==> src/rtl/fpu_arb_pkg.sv <==
// Shared types and constants for the FPU op-group dispatch/completion arbiter.
package fpu_arb_pkg;

  typedef enum logic {
    ARB_FIXED = 1'b0,
    ARB_RR    = 1'b1
  } arb_mode_e;

  localparam int CONFLICT_CNT_W = 32;

  localparam int DEF_RES_W    = 64;
  localparam int DEF_STATUS_W = 5;
  localparam int DEF_TAG_W    = 5;

  // Default-width view of the output record; the top re-declares it with its own widths.
  typedef struct packed {
    logic [DEF_RES_W-1:0]    result;
    logic [DEF_STATUS_W-1:0] status;
    logic [DEF_TAG_W-1:0]    tag;
  } arb_out_t;

  function automatic int wrap_inc(input int idx, input int n);
    return (idx + 1 >= n) ? 0 : idx + 1;
  endfunction

endpackage

==> src/rtl/fpu_arb_picker.sv <==
// Combinational requester picker: lowest index in fixed mode, first at or after
// the start pointer (wrapping) in round-robin mode.
module fpu_arb_picker
  import fpu_arb_pkg::*;
#(
  parameter int NUM_CH = 5,
  localparam int IDX_W = $clog2(NUM_CH)
) (
  input  logic [NUM_CH-1:0] req_i,
  input  logic [IDX_W-1:0]  start_i,
  input  arb_mode_e         mode_i,
  output logic [NUM_CH-1:0] gnt_o,
  output logic [IDX_W-1:0]  idx_o,
  output logic              valid_o
);

  int base;

  always_comb begin
    gnt_o   = '0;
    idx_o   = '0;
    valid_o = 1'b0;
    base    = (mode_i == ARB_RR) ? int'(start_i) : 0;
    // Upper segment [base, NUM_CH) first, then the wrapped segment [0, base).
    for (int k = 0; k < NUM_CH; k++) begin
      if (!valid_o && req_i[k] && (k >= base)) begin
        valid_o  = 1'b1;
        gnt_o[k] = 1'b1;
        idx_o    = IDX_W'(k);
      end
    end
    for (int k = 0; k < NUM_CH; k++) begin
      if (!valid_o && req_i[k] && (k < base)) begin
        valid_o  = 1'b1;
        gnt_o[k] = 1'b1;
        idx_o    = IDX_W'(k);
      end
    end
  end

endmodule

==> src/rtl/fpu_opgroup_arbiter.sv <==
// Dispatch/credit gate and registered result arbiter for the FPU op-group channels.
// Defining FPU_ARB_CONFLICT_CNT_EN adds a saturating arbitration-conflict counter.
module fpu_opgroup_arbiter
  import fpu_arb_pkg::*;
#(
  parameter int NUM_CH       = 5,
  parameter int RES_WIDTH    = 64,
  parameter int STATUS_WIDTH = 5,
  parameter int TAG_WIDTH    = 5,
  parameter int MAX_INFLIGHT = 4,
  parameter int ARB_MODE     = 1
) (
  input  logic                                  clk_i,
  input  logic                                  rst_ni,
  input  logic                                  flush_i,
  input  logic                                  in_valid_i,
  input  logic [$clog2(NUM_CH)-1:0]             in_ch_i,
  output logic                                  in_ready_o,
  output logic [NUM_CH-1:0]                     ch_valid_o,
  input  logic [NUM_CH-1:0]                     ch_ready_i,
  input  logic [NUM_CH-1:0]                     ch_out_valid_i,
  output logic [NUM_CH-1:0]                     ch_out_ready_o,
  input  logic [NUM_CH-1:0][RES_WIDTH-1:0]      ch_result_i,
  input  logic [NUM_CH-1:0][STATUS_WIDTH-1:0]   ch_status_i,
  input  logic [NUM_CH-1:0][TAG_WIDTH-1:0]      ch_tag_i,
  output logic [RES_WIDTH-1:0]                  result_o,
  output logic [STATUS_WIDTH-1:0]               status_o,
  output logic [TAG_WIDTH-1:0]                  tag_o,
  output logic                                  out_valid_o,
  input  logic                                  out_ready_i,
  output logic                                  busy_o,
  output logic [CONFLICT_CNT_W-1:0]             conflict_cnt_o
);

  localparam int IDX_W = $clog2(NUM_CH);
  localparam int CNT_W = $clog2(MAX_INFLIGHT + 1);
  localparam logic [CNT_W-1:0] CREDIT_MAX = CNT_W'(MAX_INFLIGHT);
  localparam arb_mode_e MODE = (ARB_MODE == 0) ? ARB_FIXED : ARB_RR;

  typedef struct packed {
    logic [RES_WIDTH-1:0]    result;
    logic [STATUS_WIDTH-1:0] status;
    logic [TAG_WIDTH-1:0]    tag;
  } out_t;

  logic [CNT_W-1:0]  credit_q    [NUM_CH];
  logic [CNT_W-1:0]  credit_next [NUM_CH];
  logic [NUM_CH-1:0] ch_hit;
  logic [NUM_CH-1:0] credit_ok;
  logic [NUM_CH-1:0] credit_nz;
  logic [NUM_CH-1:0] disp_fire;
  logic [NUM_CH-1:0] ret_fire;

  logic [NUM_CH-1:0] pick_gnt;
  logic [IDX_W-1:0]  pick_idx;
  logic              pick_valid;
  logic [IDX_W-1:0]  rr_q;

  out_t out_q;
  out_t win_d;
  logic out_valid_q;
  logic load_en;
  logic arb_en;

  // Per-channel dispatch gate and credit bookkeeping.
  for (genvar gi = 0; gi < NUM_CH; gi++) begin : g_ch
    assign ch_hit[gi]     = in_valid_i & (in_ch_i == IDX_W'(gi));
    assign credit_ok[gi]  = credit_q[gi] < CREDIT_MAX;
    assign credit_nz[gi]  = credit_q[gi] != '0;
    assign ch_valid_o[gi] = ch_hit[gi] & ~flush_i;
    assign disp_fire[gi]  = ch_valid_o[gi] & ch_ready_i[gi] & credit_ok[gi];
    // A grant to a channel holding no credit leaves the counter at zero.
    assign ret_fire[gi]   = ch_out_ready_o[gi] & credit_nz[gi];

    always_comb begin
      credit_next[gi] = credit_q[gi];
      if (flush_i)
        credit_next[gi] = '0;
      else if (disp_fire[gi] && !ret_fire[gi])
        credit_next[gi] = credit_q[gi] + CNT_W'(1);
      else if (!disp_fire[gi] && ret_fire[gi])
        credit_next[gi] = credit_q[gi] - CNT_W'(1);
    end
  end

  assign in_ready_o = |disp_fire;

  always_ff @(posedge clk_i or negedge rst_ni) begin
    if (!rst_ni) begin
      for (int i = 0; i < NUM_CH; i++) credit_q[i] <= '0;
    end else begin
      for (int i = 0; i < NUM_CH; i++) credit_q[i] <= credit_next[i];
    end
  end

  fpu_arb_picker #(
    .NUM_CH (NUM_CH)
  ) u_picker (
    .req_i   (ch_out_valid_i),
    .start_i (rr_q),
    .mode_i  (MODE),
    .gnt_o   (pick_gnt),
    .idx_o   (pick_idx),
    .valid_o (pick_valid)
  );

  assign load_en        = ~out_valid_q | out_ready_i;
  assign arb_en         = load_en & ~flush_i;
  assign ch_out_ready_o = arb_en ? pick_gnt : '0;

  always_comb begin
    win_d = '0;
    for (int i = 0; i < NUM_CH; i++) begin
      if (pick_gnt[i]) begin
        win_d.result = ch_result_i[i];
        win_d.status = ch_status_i[i];
        win_d.tag    = ch_tag_i[i];
      end
    end
  end

  // Output register: data only changes on a grant, so a stalled result holds.
  always_ff @(posedge clk_i or negedge rst_ni) begin
    if (!rst_ni) begin
      out_q       <= '0;
      out_valid_q <= 1'b0;
    end else if (flush_i) begin
      out_valid_q <= 1'b0;
    end else if (load_en) begin
      out_valid_q <= pick_valid;
      if (pick_valid) out_q <= win_d;
    end
  end

  always_ff @(posedge clk_i or negedge rst_ni) begin
    if (!rst_ni)
      rr_q <= '0;
    else if (flush_i)
      rr_q <= '0;
    else if (arb_en && pick_valid)
      rr_q <= IDX_W'(wrap_inc(int'(pick_idx), NUM_CH));
  end

  assign result_o    = out_q.result;
  assign status_o    = out_q.status;
  assign tag_o       = out_q.tag;
  assign out_valid_o = out_valid_q;
  assign busy_o      = (|credit_nz) | out_valid_q;

`ifdef FPU_ARB_CONFLICT_CNT_EN
  logic                      multi_req;
  logic [CONFLICT_CNT_W-1:0] conflict_q;

  assign multi_req = |(ch_out_valid_i & (ch_out_valid_i - NUM_CH'(1)));

  // Saturating; flush deliberately leaves the count alone.
  always_ff @(posedge clk_i or negedge rst_ni) begin
    if (!rst_ni)
      conflict_q <= '0;
    else if (arb_en && multi_req && (conflict_q != '1))
      conflict_q <= conflict_q + CONFLICT_CNT_W'(1);
  end

  assign conflict_cnt_o = conflict_q;
`else
  assign conflict_cnt_o = '0;
`endif

endmodule
==> config.mk <==
export PLATFORM = sky130hd
export DESIGN_NAME = fpu_opgroup_arbiter
export DESIGN_NICKNAME = d
export VERILOG_FILES = /design/src/rtl/fpu_arb_pkg.sv /design/src/rtl/fpu_arb_picker.sv /design/src/rtl/fpu_opgroup_arbiter.sv
export SDC_FILE = /design/constraint.sdc
export NUM_CORES = 1
export LEC_CHECK = 0
export BUFFER_PORTS_ARGS = -buffer_cell sky130_fd_sc_hd__buf_2
export CELL_PAD_IN_SITES_DETAIL_PLACEMENT = 1
export CELL_PAD_IN_SITES_GLOBAL_PLACEMENT = 1
export CORE_AREA = 2 2 198 200
export DETAILED_ROUTE_END_ITERATION = 8
export DIE_AREA = 0 0 200 202
export PLACE_DENSITY_LB_ADDON = 0.1
export SETUP_SLACK_MARGIN = 0.15
export SLEW_MARGIN = 20
export SYNTH_ARGS = -nofsm -noshare
export SYNTH_HDL_FRONTEND = slang
export SYNTH_SLANG_ARGS = --single-unit
==> constraint.sdc <==
create_clock -name clk_i -period 3.25 [get_ports clk_i]
set_clock_uncertainty 0.15 [all_clocks]
set_input_delay 0.325 -clock clk_i [delete_from_list [all_inputs] [get_ports clk_i]]
set_output_delay 0.325 -clock clk_i [all_outputs]
set_load 0.05 [all_outputs]
# [Word-level counts from Yosys, hierarchy flattened]
# Index checks and enable logic that the tools add are counted.
[totals] reg_bits=93 input_bits=388 out_inout_bits=119
[op_classes] n_addsub=11 order_cmp=16 eq_ne=4 n_mux=54 bitwise=30 n_reduce_logical=65
[op_table] cell="74-bit two-way mux" count=5
[op_table] cell="3-bit two-way mux" count=24
[op_table] cell="1-bit logical AND" count=30
[op_table] cell="3-bit nonzero test" count=10
[op_table] cell="1-bit bitwise AND" count=26
[op_table] cell="1-bit two-way mux" count=22
[op_table] cell="1-bit logical NOT" count=19
[op_table] cell="3-bit by 1-bit adder with 3-bit output (second input constant)" count=5
[op_table] cell="3-bit less-than comparator (second input constant)" count=5
[op_table] cell="3-bit by 1-bit subtractor with 3-bit output (second input constant)" count=5
[op_table] cell="5-bit OR reduction" count=2
[op_table] cell="3-bit by 2-bit equality test with 1-bit output (second input constant)" count=2
[op_table] cell="1-bit by 3-bit >= comparator with 1-bit output (first input constant)" count=2
[op_table] cell="2-bit by 3-bit >= comparator with 1-bit output (first input constant)" count=2
[op_table] cell="1-bit by 3-bit less-than comparator with 1-bit output (first input constant)" count=2
[op_table] cell="2-bit by 3-bit less-than comparator with 1-bit output (first input constant)" count=2
[op_table] cell="5-bit two-way mux" count=1
[op_table] cell="3-bit by 1-bit adder with 4-bit output (second input constant)" count=1
[op_table] cell="4-bit by 3-bit >= comparator with 1-bit output (second input constant)" count=1
[op_table] cell="2-bit two-way mux" count=2
[op_table] cell="2-bit nonzero test" count=2
[op_table] cell="3-bit by 1-bit equality test with 1-bit output (second input constant)" count=1
[op_table] cell="3-bit equality test (second input constant)" count=1
[op_table] cell="3-bit >= comparator (first input constant)" count=1
[op_table] cell="other kinds (5)" count=7

# [Logic depth before layout (Yosys ltp)]
[logic_depth] ltp_word=45 mapped_depth=12 ltp_nobuf=10

# [Cells and area by module]
# A second synthesis with hierarchy kept.
[unflattened] cells_unflattened=951 area_unflattened_um2=7663.6
[modules_own_cells] mod="fpu_opgroup_arbiter" instances=1 cells_each=897 area_per_inst_um2=7307.0 seq_area_each_um2=2327.2
[modules_own_cells] mod="fpu_arb_picker" instances=1 cells_each=54 area_per_inst_um2=356.6 seq_area_each_um2=0.0

# [Worst setup path after synthesis]
# OpenSTA, ideal clock, no wires.
[synth_path] path_type="input to register" start="in flush_i" end="reg credit_q[13] (netlist name)" t_arrival_ns=3.140 required_ns=3.036 slack_ns=-0.104 stages=8 cell_sequence="buf_2 or3b_1 nor3_1 nand3b_1 nor2_1 fa_1 nor2_1 a31o_2"
[synth_lines] element="start, declared" line_no="fpu_opgroup_arbiter.sv:15" text="input logic flush_i,"
[synth_lines] element="1-bit NOT (no source line) *"
[synth_lines] element="1-bit bitwise AND *" line_no="fpu_opgroup_arbiter.sv:70" text="assign ch_valid_o[gi] = ch_hit[gi] & ~flush_i;"
[synth_lines] element="named net ch_valid_o[0]" line_no="fpu_opgroup_arbiter.sv:19" text="output logic [NUM_CH-1:0] ch_valid_o,"
[synth_lines] element="1-bit bitwise AND * (2 in a row)" line_no="fpu_opgroup_arbiter.sv:71" text="assign disp_fire[gi] = ch_valid_o[gi] & ch_ready_i[gi] & credit_ok[gi];"
[synth_lines] element="1-bit logical AND or 1-bit logical NOT (tied branches)" line_no="fpu_opgroup_arbiter.sv:79, fpu_opgroup_arbiter.sv:81"
[synth_lines] element="3-bit two-way mux or 1-bit logical AND (tied branches)" line_no="fpu_opgroup_arbiter.sv:79, fpu_opgroup_arbiter.sv:81"
[synth_lines] element="3-bit two-way mux or 3-bit nonzero test (tied branches)"
[synth_lines] element="end, declared" line_no="fpu_opgroup_arbiter.sv:46" text="logic [CNT_W-1:0] credit_q [NUM_CH];"
# The timed path passes the listed nets; every way through them passes the cells marked *.
# A chain may end at the register's enable or synchronous reset.

# [Worst setup path in the final report]
[layout_path] start="reg rr_q[2]" end="out ch_out_ready_o[4]"
[layout_between] elab_chain_len=40
[layout_lines] element="start, declared" line_no="fpu_opgroup_arbiter.sv:57" text="logic [IDX_W-1:0] rr_q;"
[layout_lines] element="start signal, assigned" line_no="fpu_opgroup_arbiter.sv:141" text="rr_q <= IDX_W'(wrap_inc(int'(pick_idx), NUM_CH));"
[layout_lines] element="1-bit by 3-bit >= comparator with 1-bit output" line_no="fpu_arb_picker.sv:26" text="if (!valid_o && req_i[k] && (k >= base)) begin"
[layout_lines] element="1-bit logical AND" line_no="fpu_arb_picker.sv:26"
[layout_lines] element="1-bit two-way mux" line_no="fpu_arb_picker.sv:26"
[layout_lines] element="1-bit logical NOT" line_no="fpu_arb_picker.sv:26"
[layout_lines] element="1-bit logical AND (2 in a row)" line_no="fpu_arb_picker.sv:26"
[layout_lines] element="1-bit two-way mux" line_no="fpu_arb_picker.sv:26"
[layout_lines] element="1-bit logical NOT" line_no="fpu_arb_picker.sv:26"
[layout_lines] element="1-bit logical AND (2 in a row)" line_no="fpu_arb_picker.sv:26"
[layout_lines] element="[20 not listed]"
[layout_lines] element="1-bit two-way mux" line_no="fpu_arb_picker.sv:33" text="if (!valid_o && req_i[k] && (k < base)) begin"
[layout_lines] element="1-bit logical NOT" line_no="fpu_arb_picker.sv:33"
[layout_lines] element="1-bit logical AND (2 in a row)" line_no="fpu_arb_picker.sv:33"
[layout_lines] element="1-bit two-way mux" line_no="fpu_arb_picker.sv:33"
[layout_lines] element="1-bit logical NOT" line_no="fpu_arb_picker.sv:33"
[layout_lines] element="1-bit logical AND (2 in a row)" line_no="fpu_arb_picker.sv:33"
[layout_lines] element="1-bit two-way mux *" line_no="fpu_arb_picker.sv:33"
[layout_lines] element="5-bit two-way mux *" line_no="fpu_opgroup_arbiter.sv:109" text="assign ch_out_ready_o = arb_en ? pick_gnt : '0;"
[layout_lines] element="end, declared" line_no="fpu_opgroup_arbiter.sv:22" text="output logic [NUM_CH-1:0] ch_out_ready_o,"
# Every way passes the cells marked *; elsewhere a longest branch is shown, timed or not.

==> impl_metrics.toml <==
[outcome]
outcome = "finished clean"

[global_route]
grt-ovfl-total = 0
busiest_layer = "met2"
grt_pass1_vias = 8326
gr-usage-met3_pct = 3.29
grt.total_usage_pct = 17.1
use_met2_pct = 30.7
met1_usage_pct = 20.3
grt_max_degree = 75
grt_pass1_wl_um = 51800
antenna_found_initial = 4

[yosys]
ys_ff_latch = 93
synth.cell_area_sq_um = 6620
synth.most_common_cell = "dfrtp_1"
avgSynthCellArea_sq_um = 9.80
synth_top_area_share_pct = 35.1
synth_ff_type = "dfrtp_1"
yosys-top-cells-area = "dfrtp_1, o221a_2, a32oi_1, a22oi_1, nand3_1"
netlist_top_cells_count = "dfrtp_1, nand3_1, a22oi_1, a32oi_1, o221a_2"
syn_inst = 676
yosysUniqueCellTypes = 65
ys_seq_area_share_pct = 35.1
synth_warnings = 0
synth_area_leader_cell = "dfrtp_1"
synth_edf_count = 0
synthArstFlopShare_pct = 100

[placed_design]
place_hpwl_um = 27100
pre_cts_ws_ns = 0.346
routabilityCongestion = 0.767
numPortBuffers = 474

[floorplan]
die_height_um = 202
rows = 72
initial_core_util_pct = 17.3
die-area_sq_um = 40400
die_w_um = 200
core_area_sq_um = 38300
io_pins = 507

[worst_setup_path]
crit_path_top_delay_cell = "dfrtp_1"
ff2ff_setup_slack_ns = 0.46
cpLargestDelayFamily = "simple AND/OR/NAND/NOR gates"
cp.arrival_ns = 2.46
startpoint_type = "flip-flop"
timing.critical_path.cells = "nand2b_1, a21oi_2, nor3_4, a21o_1, nand2_4, inv_1, buf_2"
crit_cells = 7
crit_type = "flip-flop to output port"
critPathRequiredTime_ns = 2.77
rr_worst_depth = 8
critPathMaxFanout = 11
cp-end-kind = "output port"
max_stage_delay_ns = 0.53
crit_buf_inv = 2

[timing]
finalMaxSlewViolations = 0
hold_viol_final = 0
min_period_ns = 2.93
timing.fmax_mhz = 341
setup_violations = 0
setup_ws_ns = 0.318
grt_setup_unrepaired = "false"
maxSlewHeadroom_pct = 55.9
worstMarginPinSlew_ns = 0.662
fin_crit_sh_pct = 90.2
fin_setup_tns_ns = 0

[detailed_routing]
wirelength_um = 35300
wl_per_cell_um = 21.6
drt_iter0_drc = 333
ant_nets = 0
vias = 7626
vias_per_cell = 4.66
drc = 0
detail_route.first_pass.iterations = 4

[job]
drv_cap = 0

[power]
p_per_area_nw_per_um2 = 697
p_leak_nw = 4.41
vdd_drop_max_mv = 0.247

[cts]
cts_buffers = 9
cts.root.buffer_cell = "clkbuf_16"
cts.clk_slew.worst_paths_ns = 0.07
cts_tree = "done"
htreeDepth = 3
cts_buffer_depth = 2
clock_latency_ns = 0.37
cts_setup_buffers = 0
clock_sinks = 93

[final_layout]
drive_gt1_share_pct = 53.9
nets = 1506
area_growth_pct = 48.0

[min_path]
hold_class = "input pin to flip-flop"
hold_depth = 2
-- timing repair --
| item | 4_1_cts | 5_1_grt |
|---|---|---|
| hold buffers | 1 | 0 |
| resized for setup | 0 | 1 |
| endpoints found under the setup margin | 0 | 1 |
| hold endpoints to repair | 40 | 0 |
-- cell usage in the layout, fill, tap and decap left out, drive strengths merged, types with 9 or more instances in the layout --
| master | count |
|---|---|
| a22oi | 75 |
| a32oi | 74 |
| buf | 495 |
| clkbuf | 11 |
| conb | 32 |
| dfrtp | 93 |
| inv | 19 |
| nand2 | 10 |
| nand2b | 9 |
| nand3 | 75 |
| nor2 | 26 |
| nor3 | 11 |
| o221a | 74 |
-- where the power goes --
part | internal [W] | total (W) | switching (W)
Combinational | 0.00120 | 0.00393 | 0.00273
Sequential | 0.00151 | 0.00174 | 0.000225
Clock | 0.000640 | 0.00117 | 0.000527
-- cells by family after synthesis --
kind of cell	synth area share [%]
AOI/OAI and AO/OA	37.3
xor gates and xnor gates	0.869
adders and majority gates	1.89
buffers and inverters	9.92
DFF	35.1
muxes	0.775
other	0.0566
and+or+nand+nor	14.0
-- flip-flops by register name, indices dropped and copies added, names as in the netlist --
register and cells:
credit_q 15, result_o 64, tag_o 5, status_o 5
rr_q 3, out_valid_o 1
-- per-layer routing --
metal  routed length [um]  vias up
met5                   16        -
met4                  592        2
met3                 2110       28
met2                18500      292
met1                14100     3734
li1                     -     3570
-- layout make-up --
cell class	instances	area (sq um)
Tap cell	518	648
Antenna cell	3	7.51
Fill cell	4589	28500
Sequential cell	93	2330
Inverter	19	71.3
Clock inverter	5	58.8
Timing Repair Buffer	496	2630
Clock buffer	11	253
Multi-Input combinational cell	492	3810
-- stage by stage --
stage	util, %	hold slack (ns)	area (sq um)	total power, W	cells
after floorplan	-	-0.121	6750	0.00449	707
after global placement	24.7	0.228	9470	0.00573	1617
after detailed placement	24.7	0.239	9470	0.00574	1617
after CTS	25.6	0.0468	9800	0.00698	1634
after global routing	25.6	0.0629	9800	0.00723	1637
final	25.6	0.0850	9800	0.00683	1637
-- path summary, 6_finish.rpt --
kind	from	end
max	rr_q[2]$_DFFE_PN0P_	ch_out_ready_o[4]
min	ch_result_i[288]	result_o[32]$_DFFE_PN0P_
max reg2reg	rr_q[2]$_DFFE_PN0P_	credit_q[8]$_DFFE_PN0P_
min reg2reg	credit_q[0]$_DFFE_PN0P_	credit_q[0]$_DFFE_PN0P_
max in group asynchronous	rst_ni	result_o[4]$_DFFE_PN0P_
min in group asynchronous	rst_ni	credit_q[10]$_DFFE_PN0P_
No activity file was read; power rests on OpenSTA's default activity.
